`src/rtl/regfile_wb_scheduler_pkg.sv`:
```
// Shared constants and types for the register-file writeback scheduler.
//   XLEN : writeback data width
//   AW   : register address width
//   NREG : number of architectural registers (2**AW)
//   req_id_e : writeback requester identifier, also used as the
//              round-robin pointer encoding (REQ_ALU = preferred after reset)
package regfile_pkg;

    localparam int unsigned XLEN = 32;
    localparam int unsigned AW   = 5;
    localparam int unsigned NREG = 32;

    typedef enum logic {
        REQ_ALU = 1'b0,
        REQ_MEM = 1'b1
    } req_id_e;

endpackage

```
`src/rtl/rf_scoreboard.sv`:
```
// Per-register pending scoreboard.
//   clk, rst       : clock, asynchronous active-low reset
//   set_en/set_idx : mark a register pending (issue fire)
//   clr_en/clr_idx : clear a register at its commit grant
//   iss_*          : issuing instruction operands for hazard detection
//   stall          : RAW/WAW hazard against a pending register
//   busy           : at least one register pending
//   err            : sticky, commit to a non-zero register that was not pending
module rf_scoreboard
    import regfile_pkg::*;
#(
    parameter int unsigned AW   = regfile_pkg::AW,
    parameter int unsigned NREG = regfile_pkg::NREG
) (
    input  logic          clk,
    input  logic          rst,
    input  logic          set_en,
    input  logic [AW-1:0] set_idx,
    input  logic          clr_en,
    input  logic [AW-1:0] clr_idx,
    input  logic          iss_valid,
    input  logic [AW-1:0] iss_rs1,
    input  logic [AW-1:0] iss_rs2,
    input  logic [AW-1:0] iss_rd,
    input  logic          iss_wb,
    output logic          stall,
    output logic          busy,
    output logic          err
);

    logic [NREG-1:0] pend;
    logic [NREG-1:0] pend_nxt;

    // Set and clear never target the same register (WAW stall prevents it),
    // so their order here does not matter; x0 is forced back to 0.
    always_comb begin
        pend_nxt = pend;
        if (set_en) pend_nxt[set_idx] = 1'b1;
        if (clr_en) pend_nxt[clr_idx] = 1'b0;
        pend_nxt[0] = 1'b0;
    end

    always_ff @(posedge clk or negedge rst) begin
        if (!rst) begin
            pend <= '0;
            err  <= 1'b0;
        end else begin
            pend <= pend_nxt;
            if (clr_en && (clr_idx != '0) && !pend[clr_idx])
                err <= 1'b1;
        end
    end

    always_comb begin
        stall = iss_valid && (pend[iss_rs1] || pend[iss_rs2] ||
                              (iss_wb && pend[iss_rd]));
    end

    assign busy = |pend;

endmodule

```
`src/rtl/regfile_wb_scheduler.sv`:
```
// Arbitrates the single register-file write port between the ALU and load
// writeback requesters and tracks in-flight writes for issue hazards.
//   clk, rst                    : clock, asynchronous active-low reset
//   iss_valid/rs1/rs2/rd/wb     : issuing instruction; iss_stall = hold issue
//   alu_valid/rd/data, alu_ready: ALU writeback handshake
//   mem_valid/rd/data, mem_ready: load writeback handshake
//   regWrite/writeReg/writeData : registered write port to the register file
//   busy                        : at least one register pending
//   err                         : sticky commit-without-pending flag
module regfile_wb_scheduler
    import regfile_pkg::*;
#(
    parameter int unsigned XLEN = regfile_pkg::XLEN,
    parameter int unsigned AW   = regfile_pkg::AW,
    parameter int unsigned NREG = regfile_pkg::NREG
) (
    input  logic            clk,
    input  logic            rst,
    input  logic            iss_valid,
    input  logic [AW-1:0]   iss_rs1,
    input  logic [AW-1:0]   iss_rs2,
    input  logic [AW-1:0]   iss_rd,
    input  logic            iss_wb,
    output logic            iss_stall,
    input  logic            alu_valid,
    input  logic [AW-1:0]   alu_rd,
    input  logic [XLEN-1:0] alu_data,
    output logic            alu_ready,
    input  logic            mem_valid,
    input  logic [AW-1:0]   mem_rd,
    input  logic [XLEN-1:0] mem_data,
    output logic            mem_ready,
    output logic            regWrite,
    output logic [AW-1:0]   writeReg,
    output logic [XLEN-1:0] writeData,
    output logic            busy,
    output logic            err
);

    req_id_e         rr_ptr;
    logic            grant;
    logic [AW-1:0]   gnt_rd;
    logic [XLEN-1:0] gnt_data;
    logic            fire;

    // MEM wins when it is alone or when both request and the pointer names it.
    always_comb begin
        mem_ready = mem_valid && (!alu_valid || (rr_ptr == REQ_MEM));
        alu_ready = alu_valid && !mem_ready;
        grant     = alu_ready || mem_ready;
        gnt_rd    = mem_ready ? mem_rd   : alu_rd;
        gnt_data  = mem_ready ? mem_data : alu_data;
    end

    assign fire = iss_valid && !iss_stall && iss_wb && (iss_rd != '0);

    always_ff @(posedge clk or negedge rst) begin
        if (!rst) begin
            rr_ptr    <= REQ_ALU;
            regWrite  <= 1'b0;
            writeReg  <= '0;
            writeData <= '0;
        end else begin
            regWrite <= grant && (gnt_rd != '0);
            if (grant) begin
                writeReg  <= gnt_rd;
                writeData <= gnt_data;
            end
            if (alu_valid && mem_valid)
                rr_ptr <= (rr_ptr == REQ_ALU) ? REQ_MEM : REQ_ALU;
        end
    end

    rf_scoreboard #(
        .AW   (AW),
        .NREG (NREG)
    ) u_scoreboard (
        .clk       (clk),
        .rst       (rst),
        .set_en    (fire),
        .set_idx   (iss_rd),
        .clr_en    (grant),
        .clr_idx   (gnt_rd),
        .iss_valid (iss_valid),
        .iss_rs1   (iss_rs1),
        .iss_rs2   (iss_rs2),
        .iss_rd    (iss_rd),
        .iss_wb    (iss_wb),
        .stall     (iss_stall),
        .busy      (busy),
        .err       (err)
    );

endmodule

```
`config.mk`:
```
export PLATFORM = sky130hd
export DESIGN_NAME = regfile_wb_scheduler
export DESIGN_NICKNAME = d
export VERILOG_FILES = /design/src/rtl/regfile_wb_scheduler_pkg.sv /design/src/rtl/rf_scoreboard.sv /design/src/rtl/regfile_wb_scheduler.sv
export SDC_FILE = /design/constraint.sdc
export NUM_CORES = 1
export LEC_CHECK = 0
export BUFFER_PORTS_ARGS = -buffer_cell sky130_fd_sc_hd__buf_4
export CAP_MARGIN = 20
export CORE_MARGIN = 2
export CORE_UTILIZATION = 30
export DETAILED_ROUTE_END_ITERATION = 7
export SLEW_MARGIN = 0
export SYNTH_ARGS = -nofsm -noshare
export SYNTH_HDL_FRONTEND = slang
export SYNTH_SLANG_ARGS = --single-unit
```
`constraint.sdc`:
```
create_clock -name clk -period 3.5 [get_ports clk]
set_input_delay 0.875 -clock clk [delete_from_list [all_inputs] [get_ports clk]]
set_output_delay 0.875 -clock clk [all_outputs]
set_load 0.02 [all_outputs]
```
; Word-level counts from Yosys, hierarchy flattened
; Index checks and enable logic that the tools add are counted.
[word_totals]
register_bits = 71
latchBits = 0
ramBits = 0
rom_bits = 0
in_bits = 95
memories = 0
[classes]
addsub = 0
n_mul = 0
div_mod_pow = 0
n_lt_le_gt_ge = 6
eq_ne = 0
shift = 0
mux = 17
bitwise_logic = 3
reduce_logical = 23
[ops]
columns = operator, count
row1 = $mux W32, 3
row2 = $and A32 B32 Y32, 1
row3 = $not A32 Y32, 1
row4 = $or A32 B32 Y32, 1
row5 = $reduce_or A31 Y1, 1
row6 = $lt A5 B6 Y1 const B, 4
row7 = $bmux W1 S5, 4
row8 = $logic_and A1 B1 Y1, 12
row9 = $demux W1 S5, 2
row10 = $ge A5 B1 Y1 const B, 2
row11 = $reduce_bool A5 Y1, 2
row12 = $mux W1, 7
row13 = $mux W5, 1
row14 = $logic_not A1 Y1, 4
row15 = $logic_or A1 B1 Y1, 4

; Depth between registers and ports, before layout
; Gate-level depths: netlist of run 1.
[depth]
depth_word = 12
depth_mapped = 10
mapped_depth_nobuf = 7

; Cells and area by module
; Synthesis of run 1 repeated with hierarchy kept, for this count alone.
[hier_totals]
cells_unflattened = 466
hier_area_um2 = 4783.3
[by_module_without_submodules]
columns = mod, n_inst, cells_each, area_each_um2, seq_area_each_um2
row1 = rf_scoreboard, 1, 236, 2497.4, 800.8
row2 = regfile_wb_scheduler, 1, 230, 2285.9, 975.9

; Worst setup path after synthesis of run 1
; Ideal clock, no wire load.
[synth_path]
path_type = input-to-output
start = in iss_rs2[0]
end = out iss_stall
arrival_ps = 2578
slack_ps = 47
cell_stages = 6
path_cell_list = buf_4 > mux4_2 > mux2_2 > nor3b_1 > o32a_1 > a21boi_1
[synth_via]
elab_chain_cells = 5
[synth_lines]
columns = element, line_no
row1 = "start, declared", regfile_wb_scheduler.sv:21  ; input logic [AW-1:0] iss_rs2,
row2 = $bmux W1 S5, rf_scoreboard.sv:55  ; stall = iss_valid && (pend[iss_rs1] || pend[iss_rs2] ||
row3 = $mux W1 (implied by the code), rf_scoreboard.sv:55
row4 = $logic_or A1 B1 Y1 (2 in series), rf_scoreboard.sv:55
row5 = $logic_and A1 B1 Y1, rf_scoreboard.sv:55
row6 = "end, declared", regfile_wb_scheduler.sv:24  ; output logic iss_stall,
; Every way passes these cells. The select of a mux whose other input is x is not followed.

; Worst setup path in the final report of run 1
[layout_path]
start = in iss_rs1[0]
end = out iss_stall
[layout_via]
elab_chain_cells = 5
[layout_lines]
columns = element, line_no
row1 = "start, declared", regfile_wb_scheduler.sv:20  ; input logic [AW-1:0] iss_rs1,
row2 = $bmux W1 S5, rf_scoreboard.sv:55
row3 = $mux W1 (implied by the code), rf_scoreboard.sv:55
row4 = $logic_or A1 B1 Y1 (2 in series), rf_scoreboard.sv:55
row5 = $logic_and A1 B1 Y1, rf_scoreboard.sv:55
; Every way passes these cells. The select of a mux whose other input is x is not followed.

==> metrics.md, run 1 <==
| Metric | Value |
|---|---|
| Clock Tree Root | `clkbuf_16` |
| Net count after synthesis | `between 600 and 700` |
| Most frequent cell after synthesis | `dfrtp_1` |
| Mapped Area | `approximately 0.0050 sq mm` |
| Critical path required time | `approximately 2.6 ns` |
| DRC Markers | `0` |
| Crit path DAT | `roughly 2.5 ns` |
| Routed wire length | `approximately 18000 um` |
| Final core occ | `0.406` |
| Status | `complete, no violations` |
| Async S/R FF share, synth | `1.00` |
| Die height | `between 100 and 150 um` |
| Final nets | `between 700 and 800` |
| Synth Flop Type | `dfrtp_1` |
| Static leakage | `approximately 0.0028 uW` |
| Global-route wire length before repair | `between 20000 and 30000 um` |
| H-Tree Level Count | `3` |
| Post-DP HPWL | `~13000 um` |
| Final setup skew | `approximately 0.0047 ns` |
| Clock sink total | `71` |
| Worst path cell trace | `buf_12 > mux4_2 > mux4_2 > nor2_4 > o32a_1 > a21boi_1 > buf_4` |
| Crit path largest cell delay | `slightly above 0.5 ns` |
| Largest net degree at the start of global routing | `between 70 and 80` |
| Filler instances | `1621` |
| Post-synth EDFFs | `0` |
| Critical path peak fanout | `8` |
| Crit path buf inv count | `2` |
| Core area | `around 0.016 sq mm` |
| Clock Latency Late Sink | `approximately 0.34 ns` |
| Endpoints failing hold | `0` |
| Setup Crit Path Kind | `in2out` |
| Syn. warnings | `0` |
| Worst setup margin | `between 0.09 and 0.1 ns` |
| Endpoints failing setup | `0` |
| Yosys reg bits | `71` |
| Synth top area cells | `dfrtp_1, mux4_2, mux2i_1` |
| Top delay family on crit path | `multiplexers` |
| Grt total ovfl | `0` |
| CTS buffer count | `9` |
| Synth cell count leaders | `dfrtp_1, nor2_1, mux2i_1` |
| Synth top area share | `0.357` |
| MaxCap Viol Count | `0` |
| Synth area leader | `dfrtp_1` |
| Max Freq | `~0.29 GHz` |
| Ant. Diodes | `0` |
| Fin crit share | `0.972` |
| Starting density of the core | `0.304` |
| Max IR drop VDD | `between 0.2 and 0.3 mV` |
| Iteration-0 DRC Markers | `500` |
| Via Count | `~5100` |
| CP startpoint kind | `primary input` |
| Port Buffers | `approximately 140` |
| Yosys cell types | `64` |
| Slew @ Worst Pin | `between 0.9 and 1 ns` |
| Area Growth Syn to Fin | `33.6%` |
| Initial antenna violation count | `0` |
| Syn Inst Count | `approximately 500` |
| Seq/Total Area, Yosys | `0.357` |
| Die width | `approximately 130 um` |
| Clk buf depth | `2` |
| Vias in the first global route | `4976` |
| ANT nets after route | `0` |
| CP Capture Type | `output pin` |
| Vias/cell | `5.84` |
| CTS tree | `built` |
| Die area | `0.0177 sq mm` |
| Power Density | `518 mW/mm^2` |
| Pre-Repair DR Iteration Count | `5` |
| Share of cells above drive strength 1 | `0.352` |
| Ports | `around 140` |
| Avg Cell Area, Syn | `9.85 sq um` |
| Wire length per cell | `20.2 um` |
| Worst-path clk slew | `about 0.060 ns` |
| CTS Hold Buffers Added | `0` |
| # rows | `47` |
| Slew Limit Fails | `0` |
| Hold/Removal Path Class | `reg2reg` |
| Max-slew headroom | `0.383` |
| GRT Util Overall | `0.202` |
| Gpl congestion | `approximately 0.94` |
| Top cell by count, worst path | `mux4_2` |
| Tmin final | `3.40 ns` |
| DP Worst Slack | `-0.0247 ns` |
| Slowest cell on crit path | `mux4_2` |
[final timing paths]
kind	start	end	slack, ns	cells past startpoint
min in group asynchronous	rst	writeData[28]	0.67	1
worst min register to register	u_scoreboard.err	u_scoreboard.err	0.47	1
max in group asynchronous	rst	u_scoreboard.pend[14]	2.23	1
worst min-delay path	u_scoreboard.err	u_scoreboard.err	0.47	1
worst max-delay path	iss_rs1[0]	iss_stall	0.1	7
worst max register to register	u_scoreboard.pend[13]	u_scoreboard.pend[12]	0.94	9
[cells in the final DEF (no fill, tap or decap), drive strengths merged, types with 5 or more instances in the layout]
cell	netlist	routed
o2111ai	16	16
o21ai	51	51
nand2	32	32
nor2	48	48
mux2i	41	41
mux4	30	30
nand4	14	14
nor4	9	9
nor2b	7	7
a22oi	6	6
dfrtp	71	71
mux2	5	5
nand3	22	22
and2	7	7
a21oi	39	39
clkbuf	21	11
inv	7	7
nor3	7	7
buf	16	163
[power by group]
part	switching (uW)	internal [uW]	leakage, uW
logic	678	581	0.00181
registers	239	988	0.000868
clock network	375	590	0.000152
[logic make-up (layout without fill, tap and decap cells)]
group | count (synthesis) | in the layout | synth area share
buf+inv | 44 | 186 | 0.0447
simple gates | 168 | 168 | 0.174
xor+xnor | 1 | 1 | 0.00176
mux | 76 | 76 | 0.231
flops | 71 | 71 | 0.357
compound gates | 146 | 146 | 0.193
[per-layer routing]
layer,vias to the layer above,global-route usage,part of all wire
li1,2244,-,-
met1,2388,0.273,0.41
met3,45,0.0636,0.13
met4,0,0.0777,0.028
met2,391,0.303,0.44
met5,-,0,0
[registers in the layout, indices dropped and copies added, names as in the netlist]
name               flops
writeReg               5
u_scoreboard.pend     31
regWrite               1
u_scoreboard.err       1
writeData             32
rr_ptr                 1
[worst reg2reg max path: cells and delay by family, from the launching register on]
family / cells / cell delay [ns]
multiplexers: 2 / 1.02
buffers and inverters: 4 / 0.61
flip-flops: 1 / 0.49
AO/OA/AOI/OAI: 2 / 0.24
AND/OR/NAND/NOR: 1 / 0.13
[per-stage QoR]
step / instance area (sq um) / instances / TNS [ns] / total power [uW] / hold WS (ns)
floorplan: 4980 / 506 / 0 / 1910 / 0.459
global placement: 6290 / 850 / 0 / 2440 / 0.467
detailed placement: 6290 / 850 / -0.0247 / 2460 / 0.465
CTS: 6620 / 867 / 0 / 3440 / 0.478
global route: 6660 / 868 / -0.00293 / 3620 / 0.497
finish: 6660 / 868 / 0 / 3450 / 0.473
[final cells by class]
| type | count | area [sq um] | area share |
|---|---|---|---|
| Inverter | 7 | 26.3 | 0.00395 |
| Clock inverter | 5 | 56.3 | 0.00846 |
| Timing Repair Buffer | 163 | 1250 | 0.188 |
| Tap cell | 220 | 275 | 0.0413 |
| Clock buffer | 11 | 253 | 0.0380 |
| Sequential cell | 71 | 1780 | 0.267 |
| Multi-Input combinational cell | 391 | 3020 | 0.453 |
[repair_timing]
action | in CTS | in global routing
gates resized for setup | 2 | 7
endpoints found under the setup margin | 1 | 1
buffers inserted | 1 | 1
pin swaps | 1 | 2
Note: power is estimated with default switching activity, not from simulation.
==> run 2: changes to the inputs <==
==> constraint.sdc (replaced) <==
create_clock -name clk -period 3.5 [get_ports clk]
set_input_delay 0.525 -clock clk [delete_from_list [all_inputs] [get_ports clk]]
set_output_delay 0.525 -clock clk [all_outputs]
set_load 0.02 [all_outputs]
==> run 2 against run 1 <==
Net effect: critical path depth down 1; hold slack worse by 0.15 ns; final cell count down 2.2%; non-clock buffer count down 19; largest cell class unchanged; count of clock-buffer cells in the layout down 2; sequential power about the same; worst setup slack better by 0.28 ns; clock skew up 0.0013 ns; combinational power down 5%; highest routed layer unchanged; register-to-register slack worse by 0.13 ns.
==> metrics.md, run 2 (synthesis gave the netlist of run 1 again) <==
| Metric | Value |
|---|---|
| Vias/cell | `5.77 (-1.2%)` |
| Iteration-0 DRC Markers | `472 (-5.6%)` |
| Largest regs | `writeData (32), u_scoreboard.pend (31), writeReg (5)` |
| MaxCap Viol Count | `0 (unchanged)` |
| Power Density | `527 mW/mm^2 (+1.7%)` |
| Hold/Removal Path Class | `in2async` |
| Vias in the first global route | `4815 (-3.2%)` |
| Critical path peak fanout | `6 (-2)` |
| Worst-path clk slew | `0.06 ns (about the same)` |
| Clock Latency Late Sink | `0.34 ns (about the same)` |
| CTS buffer count | `9 (unchanged)` |
| Max IR drop VDD | `0.256 mV (-3.4%)` |
| Share of cells above drive strength 1 | `0.326 (-0.0259)` |
| Grt total ovfl | `0 (unchanged)` |
| Clock sink total | `71 (unchanged)` |
| Max Freq | `0.320 GHz (+9.0%)` |
| Gpl congestion | `0.930 (-0.93%)` |
| Slew @ Worst Pin | `0.931 ns (+0.00554 ns)` |
| CP startpoint kind | `register` |
| Crit path largest cell delay | `0.50 ns (about the same)` |
| FF-to-FF path depth | `6 (-3)` |
| CTS tree | `built` |
| Post-route cell area | `0.00647 sq mm (-2.7%)` |
| Die height | `133 um (unchanged)` |
| Die area | `0.0177 sq mm (unchanged)` |
| Largest net degree at the start of global routing | `72 (unchanged)` |
| Area Growth Syn to Fin | `30.0%` |
| CP Capture Type | `output pin` |
| Reg2reg start | `rr_ptr` |
| Final core occ | `0.395 (-0.0111)` |
| Clock Tree Root | `clkbuf_16` |
| Tmin final | `3.12 ns (-0.280 ns)` |
| Critical path required time | `2.97 ns (+0.35 ns)` |
| Wire length per cell | `20.0 um (-0.83%)` |
| Clk buf depth | `2 (unchanged)` |
| Initial antenna violation count | `0 (unchanged)` |
| Fin Setup TNS | `0 ns (unchanged)` |
| Crit path DAT | `2.60 ns (+0.07 ns)` |
| Core area | `0.0164 sq mm (unchanged)` |
| Post-DP HPWL | `12400 um (-2.2%)` |
| DRC Markers | `0 (unchanged)` |
| Final nets | `719 (-2.6%)` |
| CTS Hold Buffers Added | `0 (unchanged)` |
| Filler instances | `1618 (-0.19%)` |
| Slew Limit Fails | `0 (unchanged)` |
| Most frequent cells in the layout | `buf_4, dfrtp_1, nor2_1` |
| RSZ-0062 raised after global routing | `false` |
| Largest Register | `writeData` |
| Fin crit share | `0.892 (-0.0799)` |
| Ant. Diodes | `0 (unchanged)` |
| Final setup skew | `0.00600 ns (+0.00130 ns)` |
| Flop2flop setup slack | `0.81 ns (-0.13 ns)` |
| Pre-Repair DR Iteration Count | `5 (unchanged)` |
| Port Buffers | `137 (unchanged)` |
| Number of flip-flops under the largest register name | `32 (unchanged)` |
| Worst path cell trace | `mux4_2 > mux2_2 > nor3b_1 > o32a_1 > a21boi_1 > buf_4` |
| Setup repair bufs after CTS | `0 (-1)` |
| Endpoints failing setup | `0 (unchanged)` |
| Via Count | `4896 (-3.4%)` |
| Most common cell after layout, fill and taps aside | `buf_4` |
| H-Tree Level Count | `3 (unchanged)` |
| Slowest cell on crit path | `mux4_2` |
| Endpoints failing hold | `0 (unchanged)` |
| CTS resizes | `0 (-2)` |
| GRT Util Overall | `0.194 (-0.00767)` |
| Setup Crit Path Kind | `reg2out` |
| DP Area | `0.00615 sq mm (-2.2%)` |
| Max-slew headroom | `0.378 (-0.00497)` |
| Starting density of the core | `0.304 (unchanged)` |
| # rows | `47 (unchanged)` |
| Static leakage | `0.00272 uW (-3.9%)` |
| Routed wire length | `17000 um (-3.0%)` |
| Reg-to-Reg End | `u_scoreboard.pend[10]` |
| ANT nets after route | `0 (unchanged)` |
| Ports | `138 (unchanged)` |
| Die width | `133 um (unchanged)` |
| Global-route wire length before repair | `26800 um (-4.1%)` |
| Status | `complete, no violations` |
[run 2: cell count changes in the layout (fill, tap and decap cells not counted), sizes merged]
cell / before / now
inv: 7 / 8
clkinvlp: 1 / 3
clkbuf: 11 / 9
buf: 163 / 144
bufinv: 1 / 2
clkinv: 3 / 1
[run 2: worst max-delay path by stage]
| stage | slack [ns] | to | start |
|---|---|---|---|
| after global routing | 0.28 | iss_stall | u_scoreboard.pend[31] |
| final | 0.38 | iss_stall | u_scoreboard.pend[23] |
| after CTS | 0.37 | iss_stall | u_scoreboard.pend[31] |
| after detailed placement | 0.46 | iss_stall | iss_rs1[0] |
| after floorplan | 0.75 | iss_stall | iss_rs2[0] |
| after global placement | 0.54 | iss_stall | iss_rs1[0] |
[run 2: through the flow]
stage	std cells	hold WS [ns]	setup slack [ns]	power (uW)
2_1_floorplan	506	0.229	0.747	1910
3_3_place_gp	833	0.478	0.540	2390
3_5_place_dp	833	0.482	0.459	2410
4_1_cts	849	0.355	0.372	3420
5_1_grt	849	0.387	0.285	3580
6_report	849	0.318	0.377	3410
[run 2: per-layer routing]
metal  GRT usage  up-vias  share of wire  routed length [um]
met5           0        -              0                   0
met4      0.0609        0          0.015                 263
met3      0.0602       23           0.12                2050
met2       0.292      301           0.44                7510
met1       0.268     2371           0.42                7170
li1            -     2201              -                   -
[run 2: critical path, delay by kind of cell (launching register included)]
kind            cells  cell delay, ns
mux                 2            0.77
compound gates      2            0.43
buf+inv             1            0.16
simple gates        1            0.40
flops               1            0.49
[run 2: power by group]
part           leakage, uW  total (uW)  internal (uW)  switching [uW]
sequential        0.000868        1210            989             226
clock             0.000148         994            625             370
combinational      0.00170        1200            541             664
total              0.00272        3410           2150            1260
[run 2: cell type report]
cell class,instances,area (sq um),area share
inverter,7,26.3,0.00406
clock inverter,7,96.3,0.0149
timing repair buffer,144,1080,0.167
sequential,71,1780,0.274
clock buffer,9,225,0.0348
multi-input combinational,391,2990,0.462
tap,220,275,0.0425
